**config.mk**
```make
export PLATFORM = sky130hd
export DESIGN_NAME = shift_add_datapath
export DESIGN_NICKNAME = d
export VERILOG_FILES = /design/src/rtl/shift_add_datapath.sv
export SDC_FILE = /design/constraint.sdc
export NUM_CORES = 1
export LEC_CHECK = 0
export BUFFER_PORTS_ARGS = -buffer_cell sky130_fd_sc_hd__clkbuf_2
export CORE_UTILIZATION = 58
export CTS_CLUSTER_SIZE = 20
export DETAILED_ROUTE_END_ITERATION = 10
export GPL_TIMING_DRIVEN = 0
export PLACE_DENSITY = 0.84
export SLEW_MARGIN = 20
export SYNTH_ARGS = -nofsm -noshare
export SYNTH_HDL_FRONTEND = slang
export SYNTH_SLANG_ARGS = --single-unit
```
**constraint.sdc**
```tcl
create_clock -name CLK -period 5.39 [get_ports CLK]
set_clock_uncertainty 0.15 [all_clocks]
set_input_delay 0.539 -clock CLK [delete_from_list [all_inputs] [get_ports CLK]]
set_output_delay 0.539 -clock CLK [all_outputs]
set_load 0.01 [all_outputs]
```
**src/rtl/shift_add_datapath.sv**
```systemverilog
// Shift-and-add multiplier datapath: one add/shift iteration per multiplier bit, driven by the controller.
// DoneShift is registered one cycle after an accepted shift; no backpressure, commands are applied on the edge they appear.
module shift_add_datapath #(
    parameter int WIDTH = 16
) (
    input  logic                 CLK,
    input  logic                 Reset_n,
    input  logic                 Init,
    input  logic                 LoadA,
    input  logic                 Shift,
    input  logic                 End,
    input  logic [WIDTH-1:0]     MultA,
    input  logic [WIDTH-1:0]     MultB,
    output logic                 DoneShift,
    output logic [2*WIDTH-1:0]   Product,
    output logic                 Valid,
    output logic                 ProtoErr
);

    localparam logic [1:0] ST_IDLE    = 2'd0;
    localparam logic [1:0] ST_ARMED   = 2'd1;
    localparam logic [1:0] ST_SHIFTED = 2'd2;

    logic [WIDTH-1:0] m_q;
    logic [WIDTH-1:0] acc_q;
    logic [WIDTH-1:0] mq_q;
    logic             c_q;
    logic [1:0]       state_q;
    logic             done_shift_q;
    logic             valid_q;
    logic             proto_err_q;

    logic [WIDTH:0]   sum;

    assign sum = {1'b0, acc_q} + {1'b0, m_q};

    always_ff @(posedge CLK or negedge Reset_n) begin
        if (!Reset_n) begin
            m_q          <= '0;
            acc_q        <= '0;
            mq_q         <= '0;
            c_q          <= 1'b0;
            state_q      <= ST_IDLE;
            done_shift_q <= 1'b0;
            valid_q      <= 1'b0;
            proto_err_q  <= 1'b0;
        end else begin
            done_shift_q <= 1'b0;
            if (Init) begin
                m_q         <= MultA;
                mq_q        <= MultB;
                acc_q       <= '0;
                c_q         <= 1'b0;
                state_q     <= ST_IDLE;
                valid_q     <= 1'b0;
                proto_err_q <= 1'b0;
            end else if (End) begin
                valid_q <= 1'b1;
                state_q <= ST_IDLE;
                if (state_q == ST_ARMED) begin
                    proto_err_q <= 1'b1;
                end
            end else if (valid_q) begin
                // Result frozen: stray LoadA/Shift are dropped until the next Init.
                state_q <= state_q;
            end else if (LoadA) begin
                if (state_q == ST_ARMED) begin
                    proto_err_q <= 1'b1;
                end else begin
                    if (mq_q[0]) begin
                        {c_q, acc_q} <= sum;
                    end else begin
                        c_q <= 1'b0;
                    end
                    state_q <= ST_ARMED;
                    if (Shift) begin
                        proto_err_q <= 1'b1;
                    end
                end
            end else if (Shift && (state_q == ST_ARMED)) begin
                // Carry drops into the accumulator MSB so no add result is lost.
                {c_q, acc_q, mq_q} <= {1'b0, c_q, acc_q, mq_q[WIDTH-1:1]};
                state_q      <= ST_SHIFTED;
                done_shift_q <= 1'b1;
            end
        end
    end

    assign Product   = {acc_q, mq_q};
    assign DoneShift = done_shift_q;
    assign Valid     = valid_q;
    assign ProtoErr  = proto_err_q;

endmodule

```
==> results of run 1 <==
## per-layer routing
layer | vias up | global-route usage, % | part of all wire [%]
met1 | 1348 | 35.4 | 44
met5 | - | 0 | 0
met3 | 6 | 3.84 | 4.9
met4 | 0 | 6.79 | 0.72
li1 | 1293 | - | -
met2 | 84 | 47.5 | 50
## stage by stage
step / hold slack, ns / power [W] / util, % / area [um^2] / std cells
2_1_floorplan: 0.0934 / 0.000903 / - / 3150 / 308
3_3_place_gp: 0.337 / 0.00103 / 69.5 / 3590 / 450
3_5_place_dp: 0.351 / 0.00106 / 69.5 / 3600 / 450
4_1_cts: 0.182 / 0.00130 / 71.4 / 3690 / 458
5_1_grt: 0.202 / 0.00138 / 71.4 / 3690 / 458
6_report: 0.145 / 0.00130 / 71.4 / 3690 / 458
## synth_stat cells, types with 5 or more instances
master	count
mux2_2	19
nand2_1	32
ha_1	16
nor2_1	31
clkbuf_1	6
mux2i_1	20
a21o_1	6
a21oi_1	15
inv_1	5
o21ai_0	17
o21ai_1	9
dfrtp_1	54
xnor2_1	9
## power breakdown
group	total, W	switching, W	internal [W]
logic	0.000544	0.000302	0.000243
clock network	0.000239	0.000145	0.0000942
registers	0.000521	0.0000594	0.000461
## critical path: cells and delay by family (launching register included)
kind	cells	cell delay, ns
compound gates	5	1.50
simple gates	1	0.14
fa+ha+maj	2	0.67
flops	1	0.43
## worst paths after layout
kind                          start  endpoint  cells after the start
min                         Reset_n   m_q[13]                      1
min in group CLK           MultB[5]   mq_q[5]                      3
max reg2reg                acc_q[0]       c_q                      8
min reg2reg                 m_q[13]   m_q[13]                      1
max in group asynchronous   Reset_n  acc_q[7]                      1
max                        acc_q[0]       c_q                      8
## sequential cells by signal (all words and copies together) (netlist names)
register	flops
DoneShift	1
ProtoErr	1
Valid	1
acc_q	16
c_q	1
m_q	16
mq_q	16
state_q	2
## layout make-up
type                            count  area [um^2]
Sequential cell                    54         1350
Clock inverter                      3         25.0
Tap cell                           70         87.6
Clock buffer                        5         68.8
Buffer                             14         65.1
Inverter                            5         18.8
Timing Repair Buffer               72          363
Fill cell                         394         1480
Multi-Input combinational cell    235         1710
## cell families (layout without fill, tap and decap cells)
family	count (synthesis)	count (layout)
and+or+nand+nor	82	82
buffers and inverters	19	99
AOI/OAI and AO/OA	86	86
adders and majority gates	17	17
muxes	39	39
xor gates and xnor gates	11	11
DFF	54	54
==> metrics.yaml, run 1 <==
critical_path:
  worstSetupStartpointType: "flop"
  path_class: "reg2reg"
  r2r_slack_ns: 2.38
  cp_slowest_stage_delay_ns: 0.46
  critPathMaxFanout: 4
  cp_cell_sequence: "ha_1 > fa_1 > a21o_1 > a311o_1 > a2111oi_4 > nor3_1 > a41oi_1 > o31ai_1"
  cpMaxStageDelayCell: "a311o_1"
  critPathCaptureType: "flop"
  crit_required_ns: 5.44
  worst_ep_arrival_time_ns: 3.06
logic_synthesis:
  synth_compound_area_share_pct: 19.4
  synth_simple_gate_area_share_pct: 11.8
  synth_area_um2: 3150
  synth.area.mux_share_pct: 13.2
  synth-xor-area-share_pct: 3.06
  synth_top_area_share_pct: 42.9
  synth-async-reset-ratio_pct: 100
  ys_warn_count: 0
  synth-seq-area-share_pct: 42.9
  yosys.area_share.adder_pct: 7.00
  ys_types: 59
  synth_seq_cells: 54
  yosys_most_used_dff: "dfrtp_1"
  mappedNetlistNets: 363
  syn-mean-instance-area_um2: 10.2
  synth-edff-count: 0
  yosys-top-cells-area: "dfrtp_1 (43%), mux2_2 (6.8%), ha_1 (6.4%), mux2i_1 (6.4%), nand2_1 (3.8%)"
  syn_inst: 308
  synth_top_family_by_area: "compound AO/OA/AOI/OAI gates"
  synth_area_leader_cell: "dfrtp_1"
drt:
  ant_nets: 0
  dr_total_vias: 2731
  wl_per_cell_um: 16.3
  drt_first_iter_violations: 188
  firstDrtPassIters: 4
  drt_wl_total_mm: 7.45
  viasPerCell: 5.96
  drcViolationCount: 0
clocking:
  cts_tree: "yes"
  clk_pin_slew_ns: 0.11
  htreeDepth: 2
  clock_latency_ns: 0.31
  cts_setup_buffers: 0
  cts_made_buffers: 5
  postCtsHoldBufs: 0
  cts_root_buffer: "clkbuf_8"
  ctsLongestPathBuffers: 2
  cts-resized-gates: 0
  cts.sinks: 54
floorplanning:
  die-area_um2: 5720
  std_cell_rows: 26
  fp.dieW_um: 75.7
  initial_core_util_pct: 60.8
  coreArea_um2: 5170
  io_pins: 73
  fp.dieH_um: 75.7
sta:
  rsz0062_at_grt: "no"
  hold_viol: 0
  min_period_ns: 3.01
  relSlewSlack_pct: 50.4
  timing.final.max_slew_violations: 0
  setup_viol: 0
  setup_tns_ns: 0
  clock.fmax_mhz: 332
  fin_ws_ns: 2.38
  period_share_pct: 55.8
  max_slew.worst_pin.slew_ns: 0.743
grt:
  grt_pass1_wl_mm: 11.7
  track_usage_pct: 27.1
  antenna_found_initial: 0
  first_global_vias: 2531
  grt_overflow_total: 0
  grt_max_degree: 55
finish:
  area_delta_synth_final_pct: 17.3
  final_common_cell: "clkbuf_2"
  num-nets-final: 442
  insertedDiodeCount: 0
  drive_gt1_share_pct: 28.9
  layout_common_cells: "clkbuf_2 (71), dfrtp_1 (54), nand2_1 (32)"
placement:
  port_buffers: 72
  gp_congestion: 0.941
  hpwlAfterDp_mm: 5.50
  pre_cts_slack_ns: 2.48
power:
  powerDensity_nw_per_um2: 353
  p_leak_nw: 1.85
  vdd.ir_drop.worst_uv: 209
worst_hold_path:
  hp-class: "in2async"
run:
  max_cap_violations: 0
run_status:
  status: "finished clean"
Note: power is estimated with default switching activity, not from simulation.
==> run 2: changes to the inputs <==
--- a/config.mk
+++ b/config.mk
@@ -6,11 +6,11 @@
 export NUM_CORES = 1
 export LEC_CHECK = 0
 export BUFFER_PORTS_ARGS = -buffer_cell sky130_fd_sc_hd__clkbuf_2
-export CORE_UTILIZATION = 58
+export CORE_UTILIZATION = 54
 export CTS_CLUSTER_SIZE = 20
 export DETAILED_ROUTE_END_ITERATION = 10
 export GPL_TIMING_DRIVEN = 0
-export PLACE_DENSITY = 0.84
+export PLACE_DENSITY = 0.79
 export SLEW_MARGIN = 20
 export SYNTH_ARGS = -nofsm -noshare
 export SYNTH_HDL_FRONTEND = slang
==> constraint.sdc (replaced) <==
create_clock -name CLK -period 3.1 [get_ports CLK]
set_clock_uncertainty 0.15 [all_clocks]
set_input_delay 0.31 -clock CLK [delete_from_list [all_inputs] [get_ports CLK]]
set_output_delay 0.31 -clock CLK [all_outputs]
set_load 0.01 [all_outputs]
==> metrics.yaml, run 2 (synthesized netlist as in run 1, its figures left out) <==
placement:
  hpwlAfterDp_mm: 5.32
  postPlaceCellArea_um2: 3600
  gp_congestion: 0.916
  port_buffers: 72
drt:
  viasPerCell: 5.87
  wl_per_cell_um: 16.1
  drt_first_iter_violations: 158
  firstDrtPassIters: 4
  drt_wl_total_mm: 7.40
  drcViolationCount: 0
  ant_nets: 0
  dr_total_vias: 2704
finish:
  biggestRegsByFlops: "acc_q x16, m_q x16, mq_q x16"
  num-nets-final: 443
  area_delta_synth_final_pct: 17.8
  layout_common_cells: "clkbuf_2 (71), dfrtp_1 (54), nand2_1 (32)"
  fin_area_um2: 3710
  insertedDiodeCount: 0
  final_common_cell: "clkbuf_2"
  drive_gt1_share_pct: 28.8
clocking:
  clock_latency_ns: 0.33
  cts.sinks: 54
  clk_pin_slew_ns: 0.11
  cts_tree: "yes"
  cts-resized-gates: 0
  ctsLongestPathBuffers: 2
  htreeDepth: 2
  cts_made_buffers: 5
  cts_root_buffer: "clkbuf_8"
  cts_setup_buffers: 0
grt:
  track_usage_pct: 26.2
  grt_overflow_total: 0
  antenna_found_initial: 0
  first_global_vias: 2727
  grt_max_degree: 55
  grt_pass1_wl_mm: 12.4
critical_path:
  cp_top_family: "compound AO/OA/AOI/OAI gates"
  path_class: "reg2reg"
  worstPathBufferInverterCount: 0
  cpMaxStageDelayCell: "dfrtp_1"
  crit_required_ns: 3.16
  cp_slowest_stage_delay_ns: 0.44
  worst_ep_arrival_time_ns: 2.98
  critPathCaptureType: "flop"
  cp_cell_sequence: "ha_1 > fa_1 > a21o_1 > a311o_1 > a2111oi_4 > nor3_1 > a41oi_1 > o31ai_1"
  critPathMaxFanout: 4
  worstSetupStartpointType: "flop"
sta:
  relSlewSlack_pct: 50.2
  period_share_pct: 94.4
  setup_tns_ns: 0
  timing.final.max_slew_violations: 0
  rsz0062_at_grt: "no"
  hold_viol: 0
  setup_viol: 0
  clock.fmax_mhz: 342
  max_slew.worst_pin.slew_ns: 0.748
  min_period_ns: 2.93
power:
  p_leak_nw: 1.86
  powerDensity_nw_per_um2: 613
  vdd.ir_drop.worst_uv: 294
floorplanning:
  io_pins: 73
  fp.dieH_um: 78.3
  coreArea_um2: 5570
  fp.dieW_um: 78.3
  std_cell_rows: 27
  die-area_um2: 6140
  initial_core_util_pct: 56.5
run:
  max_cap_violations: 0
worst_hold_path:
  hp-class: "in2reg"
run_status:
  status: "finished clean"
==> run 2: changes by cell type in the layout (fill, tap and decap cells not counted), sizes merged <==
| cell | previous run | this run |
|---|---|---|
| dlygate4sd3 | 0 | 1 |
| inv | 6 | 7 |
| clkinvlp | 1 | 0 |
==> run 2: repair_timing <==
item / CTS / global route
endpoints found under the hold margin: 54 / 0
hold buffers: 1 / 0
endpoints found under the setup margin: 0 / 1
==> run 2: path summary, 6_finish.rpt <==
kind / startpoint / end / depth (start not counted) / slack (ns)
min reg2reg: m_q[10] / m_q[10] / 1 / 0.37
min in group asynchronous: Reset_n / m_q[9] / 2 / 0.45
max reg2reg: acc_q[0] / c_q / 8 / 0.17
max in group asynchronous: Reset_n / m_q[3] / 2 / 1.85
max: acc_q[0] / c_q / 8 / 0.17
min: MultB[10] / mq_q[10] / 3 / 0.04
==> run 2: where the power goes <==
part	switching (W)	total, W	internal (W)
logic	0.000513	0.000934	0.000421
clock network	0.000265	0.000434	0.000170
registers	0.000102	0.000904	0.000802
total	0.000879	0.00227	0.00139
==> run 2: metal layers <==
| metal | vias to the layer above | global-route usage, % | share of wire (%) |
|---|---|---|---|
| li1 | 1294 | - | - |
| met1 | 1303 | 33.6 | 44 |
| met2 | 92 | 43.3 | 48 |
| met3 | 15 | 3.60 | 5.7 |
| met4 | 0 | 13.5 | 2.0 |
| met5 | - | 0 | 0 |
==> run 2: area by class of cell <==
cell class                      instances  area (um^2)
Sequential cell                        54         1350
Clock buffer                            5         68.8
Tap cell                               72         90.1
Buffer                                 14         65.1
Fill cell                             463         1870
Clock inverter                          3         28.8
Inverter                                5         18.8
Timing Repair Buffer                   73          373
Multi-Input combinational cell        235         1710
==> run 2: worst reg2reg max path, stage by stage, from the launching register on <==
cell	delay, ns
dfrtp_1	0.44
ha_1	0.25
fa_1	0.41
a21o_1	0.24
a311o_1	0.36
a2111oi_4	0.43
nor3_1	0.15
a41oi_1	0.29
o31ai_1	0.09
==> run 2: stage by stage <==
| step | power (W) | util [%] | instances | hold slack [ns] | setup slack (ns) |
|---|---|---|---|---|---|
| after global routing | 0.00241 | 66.5 | 461 | 0.0465 | 0.0882 |
| after floorplan | 0.00157 | - | 308 | -0.136 | 0.402 |
| after global placement | 0.00180 | 64.5 | 452 | 0.338 | 0.232 |
| final | 0.00227 | 66.5 | 461 | 0.0377 | 0.175 |
| after CTS | 0.00228 | 66.5 | 461 | 0.0287 | 0.128 |
| after detailed placement | 0.00183 | 64.6 | 452 | 0.300 | 0.175 |
